`src/rtl/bcd_serial_adder.sv`:
```
// Purpose: multi-digit packed-BCD adder, one decimal digit per clock, least-significant digit first.
// Latency: start accepted at edge k, done pulses in the cycle after edge k+DIGITS; busy lasts DIGITS cycles.
// Backpressure: none; start is only honoured in IDLE or DONE and ignored while RUN is in progress.
// Ports: clk/rst_n (async active-low) clock and reset; start, a, b, cin request and operands;
//        busy/done status; sum, cout, invalid hold the result until the next accepted start.

// One-digit BCD adder cell: binary add, then +6 correction when the digit overflows decimal range.
module bcd_digit_cell (
  input  logic [3:0] a_i,
  input  logic [3:0] b_i,
  input  logic       c_i,
  output logic [3:0] s_o,
  output logic       c_o
);
  logic [4:0] bin_sum;

  always_comb begin
    bin_sum = {1'b0, a_i} + {1'b0, b_i} + {4'b0, c_i};
    if (bin_sum > 5'd9) begin
      s_o = bin_sum[3:0] + 4'd6;
      c_o = 1'b1;
    end else begin
      s_o = bin_sum[3:0];
      c_o = 1'b0;
    end
  end
endmodule

module bcd_serial_adder #(
  parameter int DIGITS = 4
) (
  input  logic                clk,
  input  logic                rst_n,
  input  logic                start,
  input  logic [4*DIGITS-1:0] a,
  input  logic [4*DIGITS-1:0] b,
  input  logic                cin,
  output logic                busy,
  output logic                done,
  output logic [4*DIGITS-1:0] sum,
  output logic                cout,
  output logic                invalid
);
  localparam int W  = 4 * DIGITS;
  localparam int IW = (DIGITS > 1) ? $clog2(DIGITS) : 1;
  localparam logic [IW-1:0] LAST = IW'(DIGITS - 1);

  typedef enum logic [1:0] {
    IDLE = 2'd0,
    RUN  = 2'd1,
    DONE = 2'd2
  } state_t;

  state_t        state_q, state_d;
  logic [W-1:0]  a_q, a_d;
  logic [W-1:0]  b_q, b_d;
  logic [W-1:0]  sum_q, sum_d;
  logic [IW-1:0] idx_q, idx_d;
  logic          carry_q, carry_d;
  logic          cout_q, cout_d;
  logic          invalid_q, invalid_d;

  logic [3:0]    dig_a, dig_b, cell_s;
  logic          cell_c;

  // Any nibble above 9 is not a decimal digit.
  function automatic logic has_bad_nibble(input logic [W-1:0] x);
    logic bad;
    bad = 1'b0;
    for (int i = 0; i < DIGITS; i++) begin
      if (x[4*i +: 4] > 4'd9) bad = 1'b1;
    end
    return bad;
  endfunction

  // Select the operand digit pair for the current index.
  always_comb begin
    dig_a = 4'd0;
    dig_b = 4'd0;
    for (int i = 0; i < DIGITS; i++) begin
      if (idx_q == IW'(i)) begin
        dig_a = a_q[4*i +: 4];
        dig_b = b_q[4*i +: 4];
      end
    end
  end

  bcd_digit_cell u_cell (
    .a_i (dig_a),
    .b_i (dig_b),
    .c_i (carry_q),
    .s_o (cell_s),
    .c_o (cell_c)
  );

  always_comb begin
    state_d   = state_q;
    a_d       = a_q;
    b_d       = b_q;
    sum_d     = sum_q;
    idx_d     = idx_q;
    carry_d   = carry_q;
    cout_d    = cout_q;
    invalid_d = invalid_q;

    case (state_q)
      IDLE, DONE: begin
        state_d = IDLE;
        if (start) begin
          a_d       = a;
          b_d       = b;
          carry_d   = cin;
          sum_d     = '0;
          idx_d     = '0;
          invalid_d = has_bad_nibble(a) | has_bad_nibble(b);
          state_d   = RUN;
        end
      end
      RUN: begin
        for (int i = 0; i < DIGITS; i++) begin
          if (idx_q == IW'(i)) sum_d[4*i +: 4] = cell_s;
        end
        carry_d = cell_c;
        if (idx_q == LAST) begin
          // Index stays put on the final digit so it never wraps.
          cout_d  = cell_c;
          state_d = DONE;
        end else begin
          idx_d = idx_q + 1'b1;
        end
      end
      default: state_d = IDLE;
    endcase
  end

  always_ff @(posedge clk or negedge rst_n) begin
    if (!rst_n) begin
      state_q   <= IDLE;
      a_q       <= '0;
      b_q       <= '0;
      sum_q     <= '0;
      idx_q     <= '0;
      carry_q   <= 1'b0;
      cout_q    <= 1'b0;
      invalid_q <= 1'b0;
    end else begin
      state_q   <= state_d;
      a_q       <= a_d;
      b_q       <= b_d;
      sum_q     <= sum_d;
      idx_q     <= idx_d;
      carry_q   <= carry_d;
      cout_q    <= cout_d;
      invalid_q <= invalid_d;
    end
  end

  assign busy    = (state_q == RUN);
  assign done    = (state_q == DONE);
  assign sum     = sum_q;
  assign cout    = cout_q;
  assign invalid = invalid_q;
endmodule

```
`config.mk`:
```
export PLATFORM = sky130hd
export DESIGN_NAME = bcd_serial_adder
export DESIGN_NICKNAME = d
export VERILOG_FILES = /design/src/rtl/bcd_serial_adder.sv
export SDC_FILE = /design/constraint.sdc
export NUM_CORES = 1
export LEC_CHECK = 0
export CORE_MARGIN = 4
export CORE_UTILIZATION = 45
export CTS_CLUSTER_DIAMETER = 200
export CTS_CLUSTER_SIZE = 28
export DETAILED_ROUTE_END_ITERATION = 8
export PLACE_DENSITY = 0.71
export REMOVE_ABC_BUFFERS = 1
export SLEW_MARGIN = 20
export SYNTH_ARGS = -nofsm -noshare
export SYNTH_HDL_FRONTEND = slang
export SYNTH_SLANG_ARGS = --single-unit
```
`constraint.sdc`:
```
create_clock -name clk -period 5.1 [get_ports clk]
set_input_delay 0.765 -clock clk [delete_from_list [all_inputs] [get_ports clk]]
set_output_delay 0.765 -clock clk [all_outputs]
set_load 0.005 [all_outputs]
```
==> results of run 1 <==
[metal layers]
| metal | vias to the layer above | wire length [µm] | track usage |
|---|---|---|---|
| li1 | 1157 | - | - |
| met3 | 10 | 386 | 0.0442 |
| met2 | 71 | 2890 | 0.284 |
| met4 | 0 | 99 | 0.0590 |
| met5 | - | 0 | 0 |
| met1 | 1039 | 2860 | 0.237 |
[worst max-delay path by stage]
stage	slack (ns)	cells after the start	startpoint	to
after floorplan	1.48	14	idx_q[1]	sum[10]
after global placement	1.27	14	idx_q[1]	sum[10]
after detailed placement	1.13	14	idx_q[1]	sum[14]
after CTS	1.12	14	idx_q[1]	sum[14]
after global routing	0.69	14	idx_q[1]	sum[10]
final	1.11	14	idx_q[1]	sum[14]
[report_power, final]
part | switching (W) | internal [W] | leakage [nW]
logic | 0.000879 | 0.000709 | 0.878
registers | 0.000119 | 0.000639 | 0.691
clock network | 0.000137 | 0.000124 | 0.0515
[layout make-up]
class	count	area (µm²)	area share
sequential	55	1380	0.400
multi-input combinational	245	1270	0.370
tap	75	93.8	0.0273
inverter	8	30.0	0.00872
timing repair buffer	58	568	0.165
clock buffer	8	100	0.0291
[sequential cells by signal (all words and copies together), names as in the netlist]
signal	cells
invalid	1
a_q	16
state_q	2
b_q	16
sum	16
carry_q	1
cout	1
idx_q	2
[stage by stage]
| step | total power, W | setup WS (ns) |
|---|---|---|
| after floorplan | 0.00191 | 1.48 |
| after global placement | 0.00230 | 1.27 |
| after detailed placement | 0.00236 | 1.13 |
| after CTS | 0.00263 | 1.12 |
| after global routing | 0.00285 | 0.692 |
| final | 0.00261 | 1.11 |
[cells in the final DEF (no fill, tap or decap), types with 2 or more instances in the layout]
cell type        netlist  layout
nand2_1              131     131
dfrtp_1               55      55
clkdlybuf4s50_1        0      54
a21oi_1               22      22
o21ai_0               20      20
nor2_1                19      19
inv_1                  8       8
ha_1                   8       8
o21ai_1                7       7
clkbuf_8               0       7
o31ai_1                5       5
mux2i_1                4       4
nand3b_1               3       3
nand2b_1               3       3
buf_4                  0       3
nor2b_1                3       2
a31oi_1                2       2
nand4_1                2       2
fa_1                   2       2
[critical path: cells and delay by family (launching register included)]
family          cells  cell delay [ns]
compound gates      5             1.04
xor+xnor            1             0.21
fa+ha+maj           4             1.61
buf+inv             1             0.11
flops               1             0.41
mux                 2             0.38
simple gates        1             0.13
[logic make-up (layout without fill, tap and decap cells)]
logic type      after synthesis  count (layout)  synth area share
simple gates                166             166             0.246
compound gates               62              62             0.139
flops                        55              55             0.502
buf+inv                      25              74            0.0351
fa+ha+maj                    10              10            0.0511
mux                           5               5            0.0187
xor+xnor                      2               2           0.00912
==> reports/metrics.yaml, run 1 <==
yosys:
  post_synth_num_cell_types: 33
  synth_top_area_frac: 0.502
  synth-seq-cells: 55
  netlist_area_mm2: 0.00274
  synth.most_common_cell: "nand2_1"
  synth_ff_type: "dfrtp_1"
  syn_inst: 325
  async_flop_share: 1.00
  synth_edf_count: 0
  yosysTopAreaCell: "dfrtp_1"
  yosysWarnings: 0
  avgSynthCellArea_um2: 8.44
  synthTopCellsByCount: "nand2_1, dfrtp_1, a21oi_1, o21ai_0, nor2_1"
  ys_seq_area_frac: 0.502
  synthTopCellsByArea: "dfrtp_1, nand2_1, a21oi_1"
critical_path:
  startpoint_type: "register"
  max_stage_delay_ns: 0.51
  critPathCaptureType: "register"
  cpMaxStageDelayCell: "ha_1"
  path_class: "reg -> reg"
  reg2reg_depth: 14
  r2r-end: "sum[14]"
  crit_required_ns: 5.34
  cp_max_fo: 18
  r2r_start: "idx_q[1]"
  regToRegSetupSlack_ns: 1.11
  arrival_ns: 4.22
  worstPathCellList: "inv_1 > ha_1 > a21oi_1 > o21ai_0 > mux2i_1 > fa_1 > fa_1 > xor2_2 > ha_1 > a22o_4 > o311ai_4 > mux2i_1 > nand2_1 > o21ai_1"
worst_hold_path:
  holdCritStartpoint: "sum[7]"
  hold_class: "reg -> reg"
  holdPathStages: 2
  min_to: "sum[7]"
timing:
  max_slew_margin: 0.403
  hold_viol: 0
  rsz0062_at_grt: "false"
  setup_viol: 0
  hold_slack_ns: 0.482
  finalCriticalPeriod_ns: 3.99
  tns_ns: 0
  final.period_utilization: 0.782
  timing.fmax_ghz: 0.251
  slew_violations: 0
  worst_pin_slew_ns: 0.891
  skew_ns: 0.00257
layout:
  final_util: 0.581
  final_area_mm2: 0.00344
  n_antenna_cell: 0
  fin_cells: 449
  nNetsFinal: 419
  fill_cells: 568
  drive_above_1_share: 0.0508
  syn2layout_area_growth_pct: 25.4
die:
  die_y_um: 86.1
  rows: 28
  start_util: 0.463
  num_io_pins: 56
  die_w_um: 86.1
  dieArea_mm2: 0.00741
  coreArea_mm2: 0.00592
routing:
  wire_per_inst_um: 13.9
  num_vias: 2277
  avgViaCountPerCell: 5.07
  ant_nets: 0
  wl_mm: 6.23
  drc: 0
  firstDrtPassIters: 6
  drtIter0Drc: 101
grt:
  grt_max_degree: 56
  grt_pass1_vias: 2218
  track_usage: 0.178
  antenna_found_initial: 0
  grt_overflow: 0
  grt_pass1_wl_mm: 10.4
power:
  vdd_drop_max_mv: 0.336
  power.density_mw_per_mm2: 758
  leakagePower_nw: 1.62
clocking:
  cts_max_path_buffers: 2
  cts_made_buffers: 5
  clk_pin_slew_worst_paths_ns: 0.09
  root_buffer: "clkbuf_8"
  hold_buffers: 0
  htree_levels: 2
  tritoncts: "done"
  clock_latency_ns: 0.31
  cts_resized: 0
  cts.sinks: 55
  cts_setup_buffers: 0
place:
  dp_cells: 441
  portBuffers: 55
  place_area_mm2: 0.00334
  dp_hpwl_mm: 4.62
  place.gp.congestion: 0.793
outcome:
  status: "finished clean"
run:
  cap_violations: 0
(Power assumes the default switching activity.)
==> run 2, diff against run 1 <==
--- a/config.mk
+++ b/config.mk
@@ -10,7 +10,7 @@
 export CTS_CLUSTER_DIAMETER = 200
 export CTS_CLUSTER_SIZE = 28
 export DETAILED_ROUTE_END_ITERATION = 8
-export PLACE_DENSITY = 0.71
+export PLACE_DENSITY = 0.74
 export REMOVE_ABC_BUFFERS = 1
 export SLEW_MARGIN = 20
 export SYNTH_ARGS = -nofsm -noshare
==> constraint.sdc (replaced) <==
create_clock -name clk -period 3.4 [get_ports clk]
set_input_delay 0.51 -clock clk [delete_from_list [all_inputs] [get_ports clk]]
set_output_delay 0.51 -clock clk [all_outputs]
set_load 0.005 [all_outputs]
==> run 2 against run 1 <==
  * The flow now finishes with violations (setup timing)
  * Sequential share of layout area decreased by 2.7 points
  * Die area unchanged
  * Clock skew increased by 0.0063 ns
  * Highest routed layer unchanged
  * Register-to-register slack got worse by 1.2 ns
  * Global-route usage increased by 0.96 points
  * Worst setup slack got worse by 1.2 ns
  * Clock-buffer cell count decreased by 2
  * Design area increased by 7.2%
  * Critical path depth increased by 2
  * Clock power increased by 31%
==> reports/metrics.yaml, run 2 (synthesis results as in run 1) <==
critical_path:
  crit_required_ns: 3.64  # -1.70 ns
  r2r-end: "sum[14]"
  max_stage_delay_ns: 0.45  # -0.06 ns
  critical-path-top-delay-family: "adder cells"
  path_buf_inv: 1  # unchanged
  startpoint_type: "register"
  r2r_start: "idx_q[0]"
  regToRegSetupSlack_ns: -0.04  # -1.15 ns
  cp_max_fo: 4  # -14
  cpMaxStageDelayCell: "dfrtp_2"
  arrival_ns: 3.68  # -0.54 ns
  reg2reg_depth: 16  # +2
  crit_cells: 16  # +2
  path_class: "reg -> reg"
  worstPathCellList: "inv_2 > ha_4 > nand2_2 > nor2_1 > a21oi_1 > o21ai_1 > mux2i_1 > fa_2 > fa_2 > xor2_2 > ha_4 > a22o_4 > o311ai_4 > mux2i_1 > nand2_1 > o21ai_1"
  critPathCaptureType: "register"
run:
  cap_violations: 0  # unchanged
timing:
  worst_pin_slew_ns: 0.809  # -0.0819 ns
  max_slew_margin: 0.460  # +0.0573
  setup_viol: 5  # +5
  setup_ws_ns: -0.0429  # -1.15 ns
  timing.fmax_ghz: 0.290  # +16%
  final.period_utilization: 1.01  # +0.230
  slew_violations: 0  # unchanged
  skew_ns: 0.00883  # +0.00626 ns
  rsz0062_at_grt: "true"
  hold_viol: 0  # unchanged
  finalCriticalPeriod_ns: 3.44  # -0.546 ns
die:
  start_util: 0.463  # unchanged
  rows: 28  # unchanged
  die_w_um: 86.1  # unchanged
  num_io_pins: 56  # unchanged
  dieArea_mm2: 0.00741  # unchanged
  die_y_um: 86.1  # unchanged
  coreArea_mm2: 0.00592  # unchanged
clocking:
  htree_levels: 2  # unchanged
  clock_latency_ns: 0.31  # about the same
  hold_buffers: 0  # unchanged
  cts_made_buffers: 5  # unchanged
  cts.sinks: 55  # unchanged
  root_buffer: "clkbuf_8"
  tritoncts: "done"
  clk_pin_slew_worst_paths_ns: 0.10  # about the same
  cts_max_path_buffers: 2  # unchanged
layout:
  syn2layout_area_growth_pct: 34.5
  nNetsFinal: 441  # +5.3%
  drive_above_1_share: 0.145  # +0.0939
  final_cell_mix: "nand2_1, dfrtp_1, clkdlybuf4s50_1"
  fin_cells: 469  # +4.5%
  final_util: 0.623  # +0.0418
  fill_cells: 545  # -4.0%
  n_antenna_cell: 0  # unchanged
  final_common_cell: "nand2_1"
routing:
  drc: 0  # unchanged
  wl_mm: 6.64  # +6.5%
  drtIter0Drc: 93  # -7.9%
  ant_nets: 0  # unchanged
  avgViaCountPerCell: 5.17  # +1.9%
  firstDrtPassIters: 4  # -2
  num_vias: 2424  # +6.5%
  wire_per_inst_um: 14.2  # +2.0%
outcome:
  status: "finished with violations"
  violations: "setup timing"
place:
  portBuffers: 55  # unchanged
  place.gp.congestion: 0.792  # -0.10%
  post-place-ws_ns: -0.246  # -1.38 ns
  dp_hpwl_mm: 4.76  # +3.0%
  dp_cells: 458  # +3.9%
grt:
  antenna_found_initial: 0  # unchanged
  grt_max_degree: 45  # -20%
  grt_overflow: 0  # unchanged
  grt_pass1_wl_mm: 11.1  # +7.2%
  track_usage: 0.188  # +0.00955
  grt_pass1_vias: 2483  # +12%
power:
  power.density_mw_per_mm2: 1350  # +78%
  finalPower_w: 0.00499  # +91%
  vdd_drop_max_mv: 0.736  # +120%
  leakagePower_nw: 1.73  # +6.8%
worst_hold_path:
  hold_class: "in -> async"
[run 2: power breakdown]
part / internal (W) / leakage, nW / switching, W / total (W)
sequential: 0.000959 / 0.690 / 0.000173 / 0.00113
combinational: 0.00182 / 1.00 / 0.00169 / 0.00351
clock: 0.000138 / 0.0371 / 0.000203 / 0.000341
total: 0.00292 / 1.73 / 0.00207 / 0.00499
[run 2: routing by layer]
layer / GRT usage / part of all wire / vias to the layer above
met4: 0.0820 / 0.031 / 0
met5: 0 / 0 / -
met2: 0.328 / 0.51 / 76
met1: 0.227 / 0.42 / 1135
met3: 0.0298 / 0.048 / 22
li1: - / - / 1191
[run 2: metrics by stage]
| stage | hold slack, ns | setup TNS, ns | cell area, µm² |
|---|---|---|---|
| finish | 0.273 | -0.162 | 3690 |
| global route | 0.342 | -1.38 | 3690 |
| CTS | 0.306 | -0.533 | 3620 |
| detailed placement | 0.464 | -2.04 | 3470 |
| global placement | 0.459 | -0.867 | 3470 |
| floorplan | 0.214 | -1.23 | 2680 |
[run 2: final cells by class]
| type | count | area [µm²] | area share |
|---|---|---|---|
| clock buffers | 6 | 72.6 | 0.0197 |
| inverters | 8 | 30.0 | 0.00814 |
| multi-input cells | 245 | 1380 | 0.374 |
| flip-flops and latches | 55 | 1380 | 0.373 |
| well taps | 75 | 93.8 | 0.0254 |
| repair buffers | 80 | 737 | 0.200 |
[run 2: what timing repair did]
action | CTS | global route
setup endpoints to repair | 14 | 14
resized for setup | 13 | 16
pin swaps | 14 | 12
buffers inserted | 4 | 2
gates cloned | 0 | 0
[run 2: worst max-delay path by stage]
stage	startpoint	to	slack (ns)
2_1_floorplan	idx_q[1]	sum[10]	-0.22
6_report	idx_q[0]	sum[14]	-0.04
3_3_place_gp	idx_q[0]	sum[13]	-0.12
5_1_grt	idx_q[0]	sum[14]	-0.19
3_5_place_dp	idx_q[0]	sum[10]	-0.25
4_1_cts	idx_q[0]	sum[10]	-0.08
